**src/rtl/sync_down_timer_pkg.sv**
```systemverilog
// Shared definitions for the loadable down-counter/timer.
// The state encoding is fixed so that debug probes read the same codes in every build.
package sync_down_timer_pkg;

   typedef enum logic [1:0] {
      ST_IDLE = 2'd0,
      ST_RUN  = 2'd1,
      ST_DONE = 2'd2
   } state_e;

endpackage

```
**src/rtl/sync_down_timer_down_count_reg.sv**
```systemverilog
// Count register with synchronous clear, parallel load and decrement.
// Priority is clear > load > decrement; is_one_o flags the last count before terminal.
module down_count_reg
   import sync_down_timer_pkg::*;
#(
   parameter int WIDTH = 4
) (
   input  logic             clk,
   input  logic             clr_i,
   input  logic             load_i,
   input  logic [WIDTH-1:0] load_val_i,
   input  logic             dec_i,
   output logic [WIDTH-1:0] count_o,
   output logic             is_one_o
);

   localparam logic [WIDTH-1:0] ONE_C = {{(WIDTH-1){1'b0}}, 1'b1};

   logic [WIDTH-1:0] count_q;
   logic [WIDTH-1:0] count_d;

   always_comb begin
      count_d = count_q;
      if (clr_i) begin
         count_d = {WIDTH{1'b0}};
      end else if (load_i) begin
         count_d = load_val_i;
      end else if (dec_i) begin
         count_d = count_q - ONE_C;
      end else begin
         count_d = count_q;
      end
   end

   always_ff @(posedge clk) begin
      count_q <= count_d;
   end

   assign count_o  = count_q;
   assign is_one_o = (count_q == ONE_C);

endmodule

```
**src/rtl/sync_down_timer.sv**
```systemverilog
// Loadable down-counter/timer with one-shot and auto-reload modes.
// The FSM owns tc/busy/done; the count register lives in down_count_reg.
module sync_down_timer
   import sync_down_timer_pkg::*;
#(
   parameter int WIDTH = 4
) (
   input  logic             clk,
   input  logic             rst,
   input  logic             load,
   input  logic [WIDTH-1:0] loadVal,
   input  logic             mode,
   input  logic             en,
   output logic [WIDTH-1:0] outBus,
   output logic             tc,
   output logic             busy,
   output logic             done
);

   state_e           state_q;
   logic [WIDTH-1:0] reload_q;
   logic             mode_q;
   logic             tc_q;
   logic             busy_q;
   logic             done_q;

   logic             run_s;
   logic             is_one_s;
   logic             reload_hit_s;
   logic             cnt_load_s;
   logic             cnt_dec_s;
   logic [WIDTH-1:0] cnt_val_s;
   logic [WIDTH-1:0] count_s;

   // In auto-reload mode the 1 -> reload step replaces the decrement, so 0 never appears.
   always_comb begin
      run_s        = (state_q == ST_RUN);
      reload_hit_s = run_s && en && is_one_s && mode_q;
      cnt_load_s   = load || reload_hit_s;
      cnt_dec_s    = run_s && en;
      if (load) begin
         cnt_val_s = loadVal;
      end else begin
         cnt_val_s = reload_q;
      end
   end

   down_count_reg #(
      .WIDTH (WIDTH)
   ) u_count (
      .clk        (clk),
      .clr_i      (rst),
      .load_i     (cnt_load_s),
      .load_val_i (cnt_val_s),
      .dec_i      (cnt_dec_s),
      .count_o    (count_s),
      .is_one_o   (is_one_s)
   );

   always_ff @(posedge clk) begin
      if (rst) begin
         state_q  <= ST_IDLE;
         reload_q <= {WIDTH{1'b0}};
         mode_q   <= 1'b0;
         tc_q     <= 1'b0;
         busy_q   <= 1'b0;
         done_q   <= 1'b0;
      end else if (load) begin
         reload_q <= loadVal;
         mode_q   <= mode;
         tc_q     <= 1'b0;
         done_q   <= 1'b0;
         if (loadVal != {WIDTH{1'b0}}) begin
            state_q <= ST_RUN;
            busy_q  <= 1'b1;
         end else begin
            state_q <= ST_IDLE;
            busy_q  <= 1'b0;
         end
      end else begin
         case (state_q)
            ST_RUN: begin
               if (en && is_one_s) begin
                  tc_q <= 1'b1;
                  if (mode_q) begin
                     state_q <= ST_RUN;
                     busy_q  <= 1'b1;
                     done_q  <= 1'b0;
                  end else begin
                     state_q <= ST_DONE;
                     busy_q  <= 1'b0;
                     done_q  <= 1'b1;
                  end
               end else begin
                  tc_q <= 1'b0;
               end
            end
            ST_IDLE: begin
               tc_q   <= 1'b0;
               busy_q <= 1'b0;
               done_q <= 1'b0;
            end
            ST_DONE: begin
               tc_q   <= 1'b0;
               busy_q <= 1'b0;
               done_q <= 1'b1;
            end
            default: begin
               state_q <= ST_IDLE;
               tc_q    <= 1'b0;
               busy_q  <= 1'b0;
               done_q  <= 1'b0;
            end
         endcase
      end
   end

   assign outBus = count_s;
   assign tc     = tc_q;
   assign busy   = busy_q;
   assign done   = done_q;

endmodule
```
**config.mk**
```make
export PLATFORM = sky130hd
export DESIGN_NAME = sync_down_timer
export DESIGN_NICKNAME = d
export VERILOG_FILES = /design/src/rtl/sync_down_timer_pkg.sv /design/src/rtl/sync_down_timer_down_count_reg.sv /design/src/rtl/sync_down_timer.sv
export SDC_FILE = /design/constraint.sdc
export NUM_CORES = 1
export LEC_CHECK = 0
export BUFFER_PORTS_ARGS = -buffer_cell sky130_fd_sc_hd__buf_4
export CORE_AREA = 2 2 39 41
export CTS_BUF_LIST = sky130_fd_sc_hd__clkbuf_2 sky130_fd_sc_hd__clkbuf_4 sky130_fd_sc_hd__clkbuf_8
export CTS_CLUSTER_DIAMETER = 30
export DETAILED_ROUTE_END_ITERATION = 8
export DIE_AREA = 0 0 41 43
export PLACE_DENSITY = 0.78
export SLEW_MARGIN = 15
export SYNTH_ARGS = -nofsm -noshare
export SYNTH_HDL_FRONTEND = slang
export SYNTH_SLANG_ARGS = --single-unit
export TNS_END_PERCENT = 20
```
**constraint.sdc**
```tcl
create_clock -name clk -period 2.7 [get_ports clk]
set_input_delay 0.27 -clock clk [delete_from_list [all_inputs] [get_ports clk]]
set_output_delay 0.27 -clock clk [all_outputs]
set_load 0.05 [all_outputs]
```
======== Word-level counts from Yosys, hierarchy flattened ========
Index checks and enable logic that the tools add are counted.
storage, ports and cells
  register bits ........................... 14
  word-level logic and storage cells ...... 44
operators by class
  eq/ne operators ......................... 6
  bitwise logic cells ..................... 1
  mux-type cells .......................... 17
  reduce and logical (&&, ||, !) cells .... 12
  $add $sub $neg .......................... 1
operators by type and width
  cell                                                                    count
  4-bit two-way mux                                                       3
  1-bit two-way mux                                                       9
  2-bit two-way mux                                                       3
  4-bit by 1-bit equality test with 1-bit output (second input constant)  1
  1-bit logical AND                                                       4
  2-bit by 1-bit != test with 1-bit output (second input constant)        2
  2-bit one-hot mux with 2 select lines                                   1
  4-bit nonzero test                                                      1
  2-bit OR reduction                                                      2
  4-bit by 1-bit subtractor with 4-bit output (second input constant)     1
  3-bit by 2-bit != test with 1-bit output (second input constant)        1
  3-bit OR reduction                                                      1
  2-bit by 1-bit equality test with 1-bit output (second input constant)  1
  2-bit equality test (second input constant)                             1
  2-bit zero test                                                         1
  1-bit one-hot mux with 2 select lines                                   1
  2-bit AND reduction                                                     1
  2-bit nonzero test                                                      1
  1-bit logical OR                                                        1
  1-bit inverter                                                          1

======== Depth between registers and ports, before layout ========
  depth in word-level cells ............... 6
  gate-level depth with buffers ........... 6

======== Cells and area by module ========
From an unflattened synthesis, not the netlist that was laid out.
second synthesis, totals
  cell total of the unflattened synthesis .. 79
  area total of the unflattened synthesis .. 755.7 um^2
by module, submodules not included
  module           cells an instance  area each (um^2)  sequential area each (um^2)  times used
  sync_down_timer  52                 509.2             200.2                        1
  down_count_reg   27                 246.5             80.1                         1

======== Least setup slack after synthesis ========
No wires, ideal clock.
  path kind ............................... register -> register
  from .................................... reg u_count.count_q[0] (netlist: u_count.count_o[0])
  to ...................................... reg state_q[1]
  data arrival time ....................... 1.849 ns
  slack ................................... 0.781 ns
  clock period less this slack ............ 1.919 ns
  cell stages (with the launch flop) ...... 5
  data required time ...................... 2.630 ns
  library setup time ...................... 0.070 ns
  path buffers ............................ 0
  path through ............................ dfxtp_1 ha_1 or4b_1 or4_1 a21oi_1
on the way
  longest elaborated chain between the ends .. 4
ends and longest elaborated chain
  item                                                       RTL line                              RTL
  start, declared                                            sync_down_timer_down_count_reg.sv:19  logic [WIDTH-1:0] count_q;
  start signal, assigned                                     sync_down_timer_down_count_reg.sv:36  count_q <= count_d;
  4-bit by 1-bit equality test with 1-bit output             sync_down_timer_down_count_reg.sv:40  assign is_one_o = (count_q == ONE_C);
  1-bit logical AND                                          sync_down_timer.sv:83                 if (en && is_one_s) begin
  3-bit by 2-bit != test with 1-bit output (no source line)  --
  2-bit AND reduction (no source line)                       --
  end signal, assigned                                       sync_down_timer.sv:77                 state_q <= ST_IDLE;
  end signal, assigned                                       sync_down_timer.sv:86                 state_q <= ST_RUN;
  end signal, assigned                                       sync_down_timer.sv:90                 state_q <= ST_DONE;
  end, declared                                              sync_down_timer.sv:20                 state_e state_q;
No other way between the ends.
A chain may end at the register's enable or synchronous reset.

======== Worst setup path after layout ========
  from .................................... reg state_q[1]
  to ...................................... reg state_q[1]
on the way
  longest elaborated chain between the ends .. 4
ends and longest elaborated chain
  item                                                                                                      RTL line               RTL
  start signal, assigned                                                                                    sync_down_timer.sv:62  state_q <= ST_IDLE;
  start signal, assigned                                                                                    sync_down_timer.sv:74  state_q <= ST_RUN;
  start signal, assigned                                                                                    sync_down_timer.sv:77
  2-bit equality test / 2-bit zero test (equally long branches)                                             sync_down_timer.sv:81  case (state_q)
  2-bit OR reduction (no source line)                                                                       --
  2-bit one-hot mux with 2 select lines / 2-bit by 1-bit != test with 1-bit output (equally long branches)  --
  2-bit two-way mux / 2-bit AND reduction (equally long branches)                                           --
Several ways; a longest one is shown, not always the timed one.

==> qor.csv <==
metric,value,unit
tns,0,ns
cp_max_fo,7,
cts_hold_buffers,0,
vias,636,
core_area,1380,sq um
ys_top_cells_by_count,"14 x dfxtp_1, 11 x nor2_1, 7 x nand2_1",
finalSetupViolCount,0,
cp-start-kind,register,
synth_edf_count,0,
port_buffers,15,
syn_area_per_cell,8.77,sq um
nFillCells,136,
worst_slew_pin_slew,0.445,ns
antenna_left,0,
synth.ff_latch_count,14,
critPathCaptureType,register,
grt_setup_unrepaired,false,
synth_top_cells_by_area,"dfxtp_1 40%, ha_1 8.9%, mux2i_1 7.1%",
whs,0.235,ns
ys_warn_count,0,
run_status,completed,
cts.clk_slew.worst_paths,0.08,ns
period_minus_slack,2.01,ns
synth_top_area_share,39.9,%
clkLatencyLatePin,0.28,ns
skew,0.00143,ns
clockBufferDepth,2,
drv_slew,0,
cp_cell_sequence,"inv_1, ha_1, nand2_2, or4b_1, or4_1, a21oi_1",
seq_area_frac_synth,39.9,%
drc,0,
track_usage,20.5,%
num_io_pins,16,
syn_nets,94,
required,2.91,ns
fp-row-count,14,
max_freq,0.497,GHz
syn_area,702,sq um
dieWidth,41,um
syn_inst,80,
min_period_over_period,74.6,%
dr.pass1.iters,4,
antenna_cells,0,
drive_above_1_share,19.8,%
path_class,register to register,
root_buffer,clkbuf_4,
post_cts_buffers,0,
cpPeakStageDelay,0.53,ns
layout.nets,112,
grt_start_max_net_pins,15,
areaGrowthSynthToFinish,21.0,%
drtIter0Drc,9,
cts_resized,0,
hold_class,input port to register,
cts.sinks,14,
yosysMostFrequentCell,dfxtp_1,
multiInputGateArea,395,sq um
cap_violations,0,
viasPerCell,5.68,
peakVddDrop,0.000313,V
yosysUniqueCellTypes,26,
die-area,1760,sq um
start_util,50.7,%
crit_slowest_cell,or4b_1,
grt_overflow,0,
synthArstFlopShare,0,%
wl_per_cell,13.1,um
cp.arrival,2.23,ns
power_density,508,nW/um^2
hold_viol_final,0,
grt_pass1_wl,2.39,mm
r2r_slack,0.69,ns
routabilityCongestion,0.771,
yosysTopAreaCell,dfxtp_1,
h-tree-depth,1,
dp_hpwl,1.08,mm
cts_buffers,3,
first_global_vias,562,
fp.dieH,43,um
synthFlopType,dfxtp_1,
slew_headroom,70.2,%
antenna_found_initial,0,
register_area,280,sq um
wirelength,1.47,mm
cts_tree,done,
power_leakage,0.361,nW
worst paths after layout:
| path | to | cells past startpoint | start |
|---|---|---|---|
| setup / recovery | state_q[1] | 6 | state_q[1] |
| hold / removal | mode_q | 3 | mode |
| hold reg to reg | reload_q[2] | 2 | reload_q[2] |
| setup reg to reg | state_q[1] | 6 | state_q[1] |
cell usage in the layout (no fill, tap or decap):
cell type,instances
a211o_1,1
a21oi_1,5
o31ai_1,1
nand2_1,7
o21a_1,1
clkbuf_4,3
dfxtp_1,14
inv_1,5
nand3_1,3
a21bo_1,1
nor4_1,1
or4_1,1
nand2_2,1
or4b_1,1
nor2b_1,1
nor2_1,11
mux2i_1,5
o32ai_1,1
o21ai_0,3
ha_1,5
o41ai_1,3
a31oi_1,1
nor3_1,1
buf_4,15
or2_1,1
nand4bb_1,1
xnor2_1,3
per-layer routing:
layer	global-route usage, %	up-vias	part of all wire [%]
met4	12.0	0	2.9
met1	25.2	302	44
li1	-	317	-
met5	0	-	0
met3	4.71	5	3.7
met2	30.9	12	49
stage by stage:
stage	util [%]	instances	power [mW]	area [sq um]	setup WS [ns]
after floorplan	-	80	0.288	702	0.781
after global placement	59.8	109	0.315	827	0.807
after detailed placement	59.8	109	0.317	827	0.727
after CTS	61.4	112	0.431	850	0.697
after global routing	61.4	112	0.448	850	0.617
final	61.4	112	0.431	850	0.687
worst max-delay path: cells and delay by family (launching register included):
kind | cells | cell delay, ns
adders and majority gates | 1 | 0.30
AOI/OAI and AO/OA | 1 | 0.16
and+or+nand+nor | 3 | 1.06
buffers and inverters | 1 | 0.08
DFF | 1 | 0.33
registers in the layout (all words and copies together) (netlist names):
register         flops
tc                   1
u_count.count_o      4
reload_q             4
mode_q               1
done                 1
state_q              2
busy                 1
cell families (layout without fill, tap and decap cells):
group | count (synthesis) | in the layout | share of synthesized area (%)
AND/OR/NAND/NOR | 29 | 29 | 20.1
AO/OA/AOI/OAI | 17 | 17 | 16.4
flip-flops | 14 | 14 | 39.9
buffers and inverters | 7 | 23 | 3.74
adder cells (fa/ha/maj) | 5 | 5 | 8.91
multiplexers | 5 | 5 | 7.13
XOR/XNOR | 3 | 3 | 3.74
area by class of cell:
type	count	area share (%)
Sequential cell	14	33.0
Inverter	5	2.21
Clock buffer	3	2.65
Multi-Input combinational cell	59	46.5
Timing Repair Buffer	15	13.3
Tap cell	16	2.36
power by group:
| part | internal, mW | switching [mW] |
|---|---|---|
| Combinational | 0.0350 | 0.0524 |
| Clock | 0.0518 | 0.0660 |
| Sequential | 0.217 | 0.00891 |
Note: power is estimated with default switching activity, not from simulation.
